`src/rtl/hour_counter_if.sv`:
```
// Handshake bundle between the minutes-tens stage / adjust switches and the hours stage.
// The pm signal exists only when HOUR_12_EN is defined.
interface hour_counter_if;
    // Valid/ready semantics: there is no backpressure. carry is a one-cycle pulse
    // sampled on every rising edge, adjust is a level sampled every edge, and all
    // outputs are registered and valid in every cycle after reset.
    logic       carry;
    logic       adjust;
    logic [1:0] in_tens;
    logic [3:0] in_units;
    logic [1:0] tens;
    logic [3:0] units;
    logic       day_en;
    logic       load_err;
`ifdef HOUR_12_EN
    logic       pm;
`endif

    modport master (
        output carry, adjust, in_tens, in_units,
`ifdef HOUR_12_EN
        input  pm,
`endif
        input  tens, units, day_en, load_err
    );

    modport slave (
        input  carry, adjust, in_tens, in_units,
`ifdef HOUR_12_EN
        output pm,
`endif
        output tens, units, day_en, load_err
    );
endinterface

```
`src/rtl/hour_counter.sv`:
```
// Two-digit BCD hours stage: advances 00-23 on carry, issues a day rollover pulse,
// supports range-checked loading; optional 12-hour display under macro HOUR_12_EN.
module hour_counter #(
    parameter int RESET_HOURS = 0
) (
    input  logic          clock,
    input  logic          reset_n,
    hour_counter_if.slave bus
);

    // Out-of-range reset values fall back to midnight.
    localparam logic [4:0] RST_H =
        (RESET_HOURS < 0 || RESET_HOURS > 23) ? 5'd0 : 5'(RESET_HOURS);

    function automatic logic [4:0] disp_hour(input logic [4:0] h);
`ifdef HOUR_12_EN
        if (h == 5'd0)
            return 5'd12;
        else if (h > 5'd12)
            return h - 5'd12;
        else
            return h;
`else
        return h;
`endif
    endfunction

    function automatic logic [1:0] bcd_tens(input logic [4:0] v);
        if (v >= 5'd20)
            return 2'd2;
        else if (v >= 5'd10)
            return 2'd1;
        else
            return 2'd0;
    endfunction

    function automatic logic [3:0] bcd_units(input logic [4:0] v);
        if (v >= 5'd20)
            return 4'(v - 5'd20);
        else if (v >= 5'd10)
            return 4'(v - 5'd10);
        else
            return 4'(v);
    endfunction

    localparam logic [4:0] RST_DISP  = disp_hour(RST_H);
    localparam logic [1:0] RST_TENS  = bcd_tens(RST_DISP);
    localparam logic [3:0] RST_UNITS = bcd_units(RST_DISP);

    logic [4:0] h_q, h_d;
    logic [1:0] tens_q;
    logic [3:0] units_q;
    logic       day_en_q, day_en_d;
    logic       load_err_q, load_err_d;
    logic [5:0] load_val;
    logic       load_ok;
    logic [4:0] disp_d;

    // Widen before multiplying so 3*10+15 cannot overflow the comparison.
    assign load_val = ({4'd0, bus.in_tens} * 6'd10) + {2'd0, bus.in_units};
    assign load_ok  = (bus.in_units <= 4'd9) && (load_val <= 6'd23);

    always_comb begin
        h_d        = h_q;
        day_en_d   = 1'b0;
        load_err_d = 1'b0;
        if (bus.adjust) begin
            if (load_ok)
                h_d = load_val[4:0];
            else
                load_err_d = 1'b1;
        end else if (bus.carry) begin
            if (h_q == 5'd23) begin
                h_d      = 5'd0;
                day_en_d = 1'b1;
            end else begin
                h_d = h_q + 5'd1;
            end
        end
    end

    assign disp_d = disp_hour(h_d);

    always_ff @(posedge clock) begin
        if (!reset_n) begin
            h_q        <= RST_H;
            tens_q     <= RST_TENS;
            units_q    <= RST_UNITS;
            day_en_q   <= 1'b0;
            load_err_q <= 1'b0;
        end else begin
            h_q        <= h_d;
            tens_q     <= bcd_tens(disp_d);
            units_q    <= bcd_units(disp_d);
            day_en_q   <= day_en_d;
            load_err_q <= load_err_d;
        end
    end

    assign bus.tens     = tens_q;
    assign bus.units    = units_q;
    assign bus.day_en   = day_en_q;
    assign bus.load_err = load_err_q;

`ifdef HOUR_12_EN
    logic pm_q;

    always_ff @(posedge clock) begin
        if (!reset_n)
            pm_q <= (RST_H >= 5'd12);
        else
            pm_q <= (h_d >= 5'd12);
    end

    assign bus.pm = pm_q;
`endif

endmodule

```
`src/flat_wrapper.sv`:
```
// flat-port wrapper written by rule: the top's interface ports become plain ports
module hour_counter_flat 
#(
    parameter int RESET_HOURS = 0
)
  (clock, reset_n, bus_carry, bus_adjust, bus_in_tens, bus_in_units, bus_tens, bus_units, bus_day_en, bus_load_err);
  hour_counter_if bus_i ();
  input  logic clock;
  input  logic reset_n;
  input wire logic [$bits(bus_i.carry)-1:0] bus_carry;
  input wire logic [$bits(bus_i.adjust)-1:0] bus_adjust;
  input wire logic [$bits(bus_i.in_tens)-1:0] bus_in_tens;
  input wire logic [$bits(bus_i.in_units)-1:0] bus_in_units;
  output wire logic [$bits(bus_i.tens)-1:0] bus_tens;
  output wire logic [$bits(bus_i.units)-1:0] bus_units;
  output wire logic [$bits(bus_i.day_en)-1:0] bus_day_en;
  output wire logic [$bits(bus_i.load_err)-1:0] bus_load_err;
  assign bus_i.carry = bus_carry;
  assign bus_i.adjust = bus_adjust;
  assign bus_i.in_tens = bus_in_tens;
  assign bus_i.in_units = bus_in_units;
  assign bus_tens = bus_i.tens;
  assign bus_units = bus_i.units;
  assign bus_day_en = bus_i.day_en;
  assign bus_load_err = bus_i.load_err;
  hour_counter #(.RESET_HOURS(RESET_HOURS)) u_core (.clock(clock), .reset_n(reset_n), .bus(bus_i));
endmodule
```
`config.mk`:
```
export PLATFORM = sky130hd
export DESIGN_NAME = hour_counter_flat
export DESIGN_NICKNAME = d
export VERILOG_FILES = /design/src/rtl/hour_counter_if.sv /design/src/rtl/hour_counter.sv /design/src/flat_wrapper.sv
export SDC_FILE = /design/constraint.sdc
export NUM_CORES = 1
export LEC_CHECK = 0
export CAP_MARGIN = 25
export CORE_MARGIN = 2
export CORE_UTILIZATION = 45
export CTS_BUF_LIST = sky130_fd_sc_hd__clkbuf_16
export CTS_CLUSTER_SIZE = 12
export DETAILED_ROUTE_END_ITERATION = 12
export GPL_ROUTABILITY_DRIVEN = 0
export PLACE_DENSITY = 0.74
export SLEW_MARGIN = 10
export SYNTH_ARGS = -nofsm -noshare
export SYNTH_HDL_FRONTEND = slang
export SYNTH_SLANG_ARGS = --single-unit
```
`constraint.sdc`:
```
create_clock -name clock -period 8.2 [get_ports clock]
set_input_delay 1.23 -clock clock [delete_from_list [all_inputs] [get_ports clock]]
set_output_delay 1.23 -clock clock [all_outputs]
set_load 0.02 [all_outputs]
```
== Word-level counts from Yosys, hierarchy flattened ==
Index checks and enable logic that the tools add are counted.
Word-level totals
  register bits after elaboration: 13
Cells by class
  equality and inequality tests: 1
  bitwise logic cells: 2
  multiplexer cells: 10
  add/sub/neg operators: 4
  reductions and logical operators: 4
  order comparisons: 4
  multipliers: 1
Operators with widths (count)
  two-way mux 5 bit: 4
  two-way mux 4 bit: 2
  adder 6 x 4 -> 6 bit: 1
  less-or-equal comparator 6 x 5 -> 1 bit (second input constant): 1
  adder 5 x 1 -> 5 bit (second input constant): 1
  == test 5 bit (second input constant): 1
  greater-or-equal comparator 5 x 4 -> 1 bit (second input constant): 1
  greater-or-equal comparator 5 bit (second input constant): 1
  multiplier 2 x 3 -> 5 bit (second input constant): 1
  less-or-equal comparator 4 bit (second input constant): 1
  subtractor 4 x 3 -> 4 bit (second input constant): 1
  subtractor 4 bit (second input constant): 1
  two-way mux 1 bit: 3
  OR reduction 3 bit: 1
  two-way mux 2 bit: 1
  inverter 1 bit: 2
  AND reduction 2 bit: 1
  OR reduction 2 bit: 1
  logical AND 1 bit: 1

== Logic depth before layout (Yosys ltp) ==
  depth in word-level cells: 9
  depth in mapped cells: 14
  depth with buffers taken out: 14

== Worst setup path after synthesis ==
Ideal clock, no wire load.
  kind: in2reg
  from: in bus_in_units[1]
  to: reg u_core.units_q[2], in the netlist u_core.bus.units[2]
  setup time: 115 ps
  buffers on the path: 0
  slack: 4392 ps
  data required time: 8085 ps
  stages on the path: 13
  data arrival time: 3694 ps
  cells stage by stage: ha_1 fa_1 and3b_1 nor3_1 a21oi_2 and3_4 o21a_4 inv_1 ha_1 inv_1 a221oi_4 mux2i_1 o2bb2ai_2
Between the ends
  longest elaborated chain between the ends: 8
RTL lines
  start, declared: RTL line flat_wrapper.sv:13  | input wire logic [$bits(bus_i.in_units)-1:0] bus_in_units;
  adder 6 x 4 -> 6 bit: RTL line hour_counter.sv:60  | assign load_val = ({4'd0, bus.in_tens} * 6'd10) + {2'd0, bus.in_units};
  less-or-equal comparator 6 x 5 -> 1 bit: RTL line hour_counter.sv:61  | assign load_ok = (bus.in_units <= 4'd9) && (load_val <= 6'd23);
  logical AND 1 bit: RTL line hour_counter.sv:61
  two-way mux 5 bit *: RTL line hour_counter.sv:68  | if (load_ok)
  two-way mux 5 bit *: RTL line hour_counter.sv:67  | if (bus.adjust) begin
  subtractor 4 bit or greater-or-equal comparator 5 x 4 -> 1 bit (tied branches): RTL line hour_counter.sv:41, hour_counter.sv:40
  two-way mux 4 bit: RTL line hour_counter.sv:40  | else if (v >= 5'd10)
  two-way mux 4 bit *: RTL line hour_counter.sv:38  | if (v >= 5'd20)
  end signal, assigned: RTL line hour_counter.sv:94  | units_q <= bcd_units(disp_d);
  end, declared: RTL line hour_counter.sv:52  | logic [3:0] units_q;
Mark *: on every way between the ends. The rest lies on a longest branch, timed or not.
A chain may end at the register's enable or synchronous reset.

== Worst setup path after layout ==
  from: in bus_in_tens[1]
  to: reg u_core.units_q[2], in the netlist u_core.bus.units[2]
Between the ends
  longest elaborated chain between the ends: 9
RTL lines
  start, declared: RTL line flat_wrapper.sv:12  | input wire logic [$bits(bus_i.in_tens)-1:0] bus_in_tens;
  multiplier 2 x 3 -> 5 bit *: RTL line hour_counter.sv:60
  adder 6 x 4 -> 6 bit *: RTL line hour_counter.sv:60
  less-or-equal comparator 6 x 5 -> 1 bit: RTL line hour_counter.sv:61
  logical AND 1 bit: RTL line hour_counter.sv:61
  two-way mux 5 bit *: RTL line hour_counter.sv:68
  two-way mux 5 bit *: RTL line hour_counter.sv:67
  subtractor 4 bit or greater-or-equal comparator 5 x 4 -> 1 bit (tied branches): RTL line hour_counter.sv:41, hour_counter.sv:40
  two-way mux 4 bit: RTL line hour_counter.sv:40
  two-way mux 4 bit *: RTL line hour_counter.sv:38
Marks and branches as above.

==> qor.yml <==
detail_route.wl_per_cell_um: 12.51
ios: 18
yosysTopAreaCell: "dfxtp_1"
maxSlewHeadroom_pct: 37.86
status: "finished, final reports clean"
grt.overflow.total: 0
syn_nets: 118
yosysSeqAreaShare_pct: 26.78
yosysMostFrequentCell: "dfxtp_1"
grt_pass1_vias: 744
rrSetupSlack_ns: 5.84
timing.fmax_ghz: 0.2281
crit_type: "in2reg"
vias: 772
fin_nets: 136
ant_nets: 0
cts_hold_buf: 0
critPathLaunchType: "input port"
async_flop_share_pct: 0
cts_tree: "done"
cellLeakagePower_nw: 0.4731
n_antenna_cell: 0
cts_buffers: 3
synth_area_leaders: "dfxtp_1 (27%), ha_1 (9.8%), mux2i_1 (4.5%)"
clk_pin_slew_ns: 0.04
synth_flop_cell: "dfxtp_1"
synth_top_area_share_pct: 26.78
synth-edff-count: 0
crit_fanout: 9
place_hpwl_um: 1442
ctsResizeCount: 0
fin_crit_sh_pct: 53.47
die-area_mm2: 0.002367
synth_seq_cells: 12
pre_cts_ws_ns: 3.630
skew_ns: 0.0009383
avgSynthCellArea_um2: 8.971
yosysWarningCount: 0
syn-cell-area_um2: 897.1
cts_buffer_depth: 2
drive_above_1_share_pct: 12.82
initial_utilization_pct: 46.68
drtIter0Drc: 16
critPathRequiredTime_ns: 8.33
grt_use_total_pct: 17.34
htreeDepth: 1
cts_sinks: 12
first_pass_iters: 4
drc_errors: 0
rsz0062_at_grt: "false"
root_buffer: "clkbuf_16"
clk_latency_ns: 0.24
wl_um: 1802
finalSetupViolations: 0
fin_ws_ns: 3.815
min_period_ns: 4.385
ir_drop_mv: 0.2110
post_cts.repair.setup_buffers: 0
end_kind: "register"
worst_pin_slew_ns: 0.9176
fp-row-count: 16
core-area_mm2: 0.001922
arrival_ns: 4.51
area_growth_pct: 29.15
die_w_um: 48.65
portBuffers: 17
die_height_um: 48.65
synth_common_cells: "dfxtp_1 (12), nor2_1 (9), ha_1 (7), inv_1 (7), nand2_1 (6)"
synthCells: 100
power_density_mw_per_mm2: 191.3
grt_pass1_wl_um: 3194
antenna_found_initial: 0
vias_per_cell: 5.361
maxCapViolCount: 0
hold_violations: 0
grt_max_degree: 11
yosysUniqueCellTypes: 43
drv_slew: 0
tns_ns: 0
hold_path_class: "reg2reg"
==> cell type report <==
type                            count  area, µm²
Clock buffer                        3      75.07
Clock inverter                      1      3.754
Fill cell                         173      763.2
Inverter                            8      30.03
Multi-Input combinational cell     76      605.6
Sequential cell                    12      240.2
Tap cell                           27      33.78
Timing Repair Buffer               17      170.2
==> critical path: stages <==
cell             delay [ns]
clkdlybuf4s50_1        0.65
ha_1                   0.31
a2111oi_0              0.43
nor3_1                 0.11
a21oi_2                0.27
mux2i_1                0.26
o22ai_2                0.15
inv_1                  0.14
ha_1                   0.20
inv_1                  0.08
a221oi_4               0.33
mux2i_1                0.28
o2bb2ai_2              0.06
==> sequential cells by signal (all words and copies together), names as in the netlist <==
register,count
u_core.bus.tens,2
u_core.bus.units,3
u_core.bus.load_err,1
u_core.bus.day_en,1
u_core.h_q,5
==> kinds of logic after synthesis <==
family / after synthesis / share of synthesized area (%)
AND/OR/NAND/NOR: 35 / 22.87
flip-flops: 12 / 26.78
buffers and inverters: 12 / 5.718
AO/OA/AOI/OAI: 28 / 27.20
multiplexers: 4 / 4.463
XOR/XNOR: 1 / 0.9765
adder cells (fa/ha/maj): 8 / 11.99
==> layer usage <==
metal,share of wire [%],track usage (%)
met5,0,0
met1,46,19.62
met4,1.5,5.714
met2,49,30.37
met3,3.3,5.864
==> power by group <==
part           switching, W  internal [W]  leakage [nW]
combinational     0.0000356     0.0000309         0.337
sequential       0.00000281     0.0000639        0.0981
clock             0.0000243     0.0000641        0.0385
total             0.0000628      0.000159         0.473
==> through the flow <==
stage	hold WS (ns)	std cells	utilization [%]	instance area [µm²]	power, W
6_report	0.5874	144	60.29	1159	0.0002216
5_1_grt	0.6340	144	60.29	1159	0.0002336
4_1_cts	0.5850	144	60.29	1159	0.0002236
3_5_place_dp	0.5789	140	56.18	1080	0.0001338
3_3_place_gp	0.5673	140	56.18	1080	0.0001319
2_1_floorplan	0.5248	100	-	897.1	0.0001140
==> cells in the final DEF (no fill, tap or decap), types with 3 or more instances in the layout <==
cell type and count:
clkdlybuf4s50_1 17, ha_1 7, nor3_1 4, clkbuf_16 3, inv_1 7, and2_1 5, a21oi_1 5, nand2_1 6
nor2_1 9, dfxtp_1 12, mux2i_1 4
==> worst paths after layout <==
check / from / endpoint / depth (start not counted)
setup / recovery: bus_in_tens[1] / u_core.bus.units[2] / 13
setup reg to reg: u_core.h_q[0] / u_core.bus.units[2] / 10
hold / removal: u_core.h_q[3] / u_core.bus.day_en / 3
hold reg to reg: u_core.h_q[3] / u_core.bus.day_en / 3
Power figures use the tool's default switching activity.
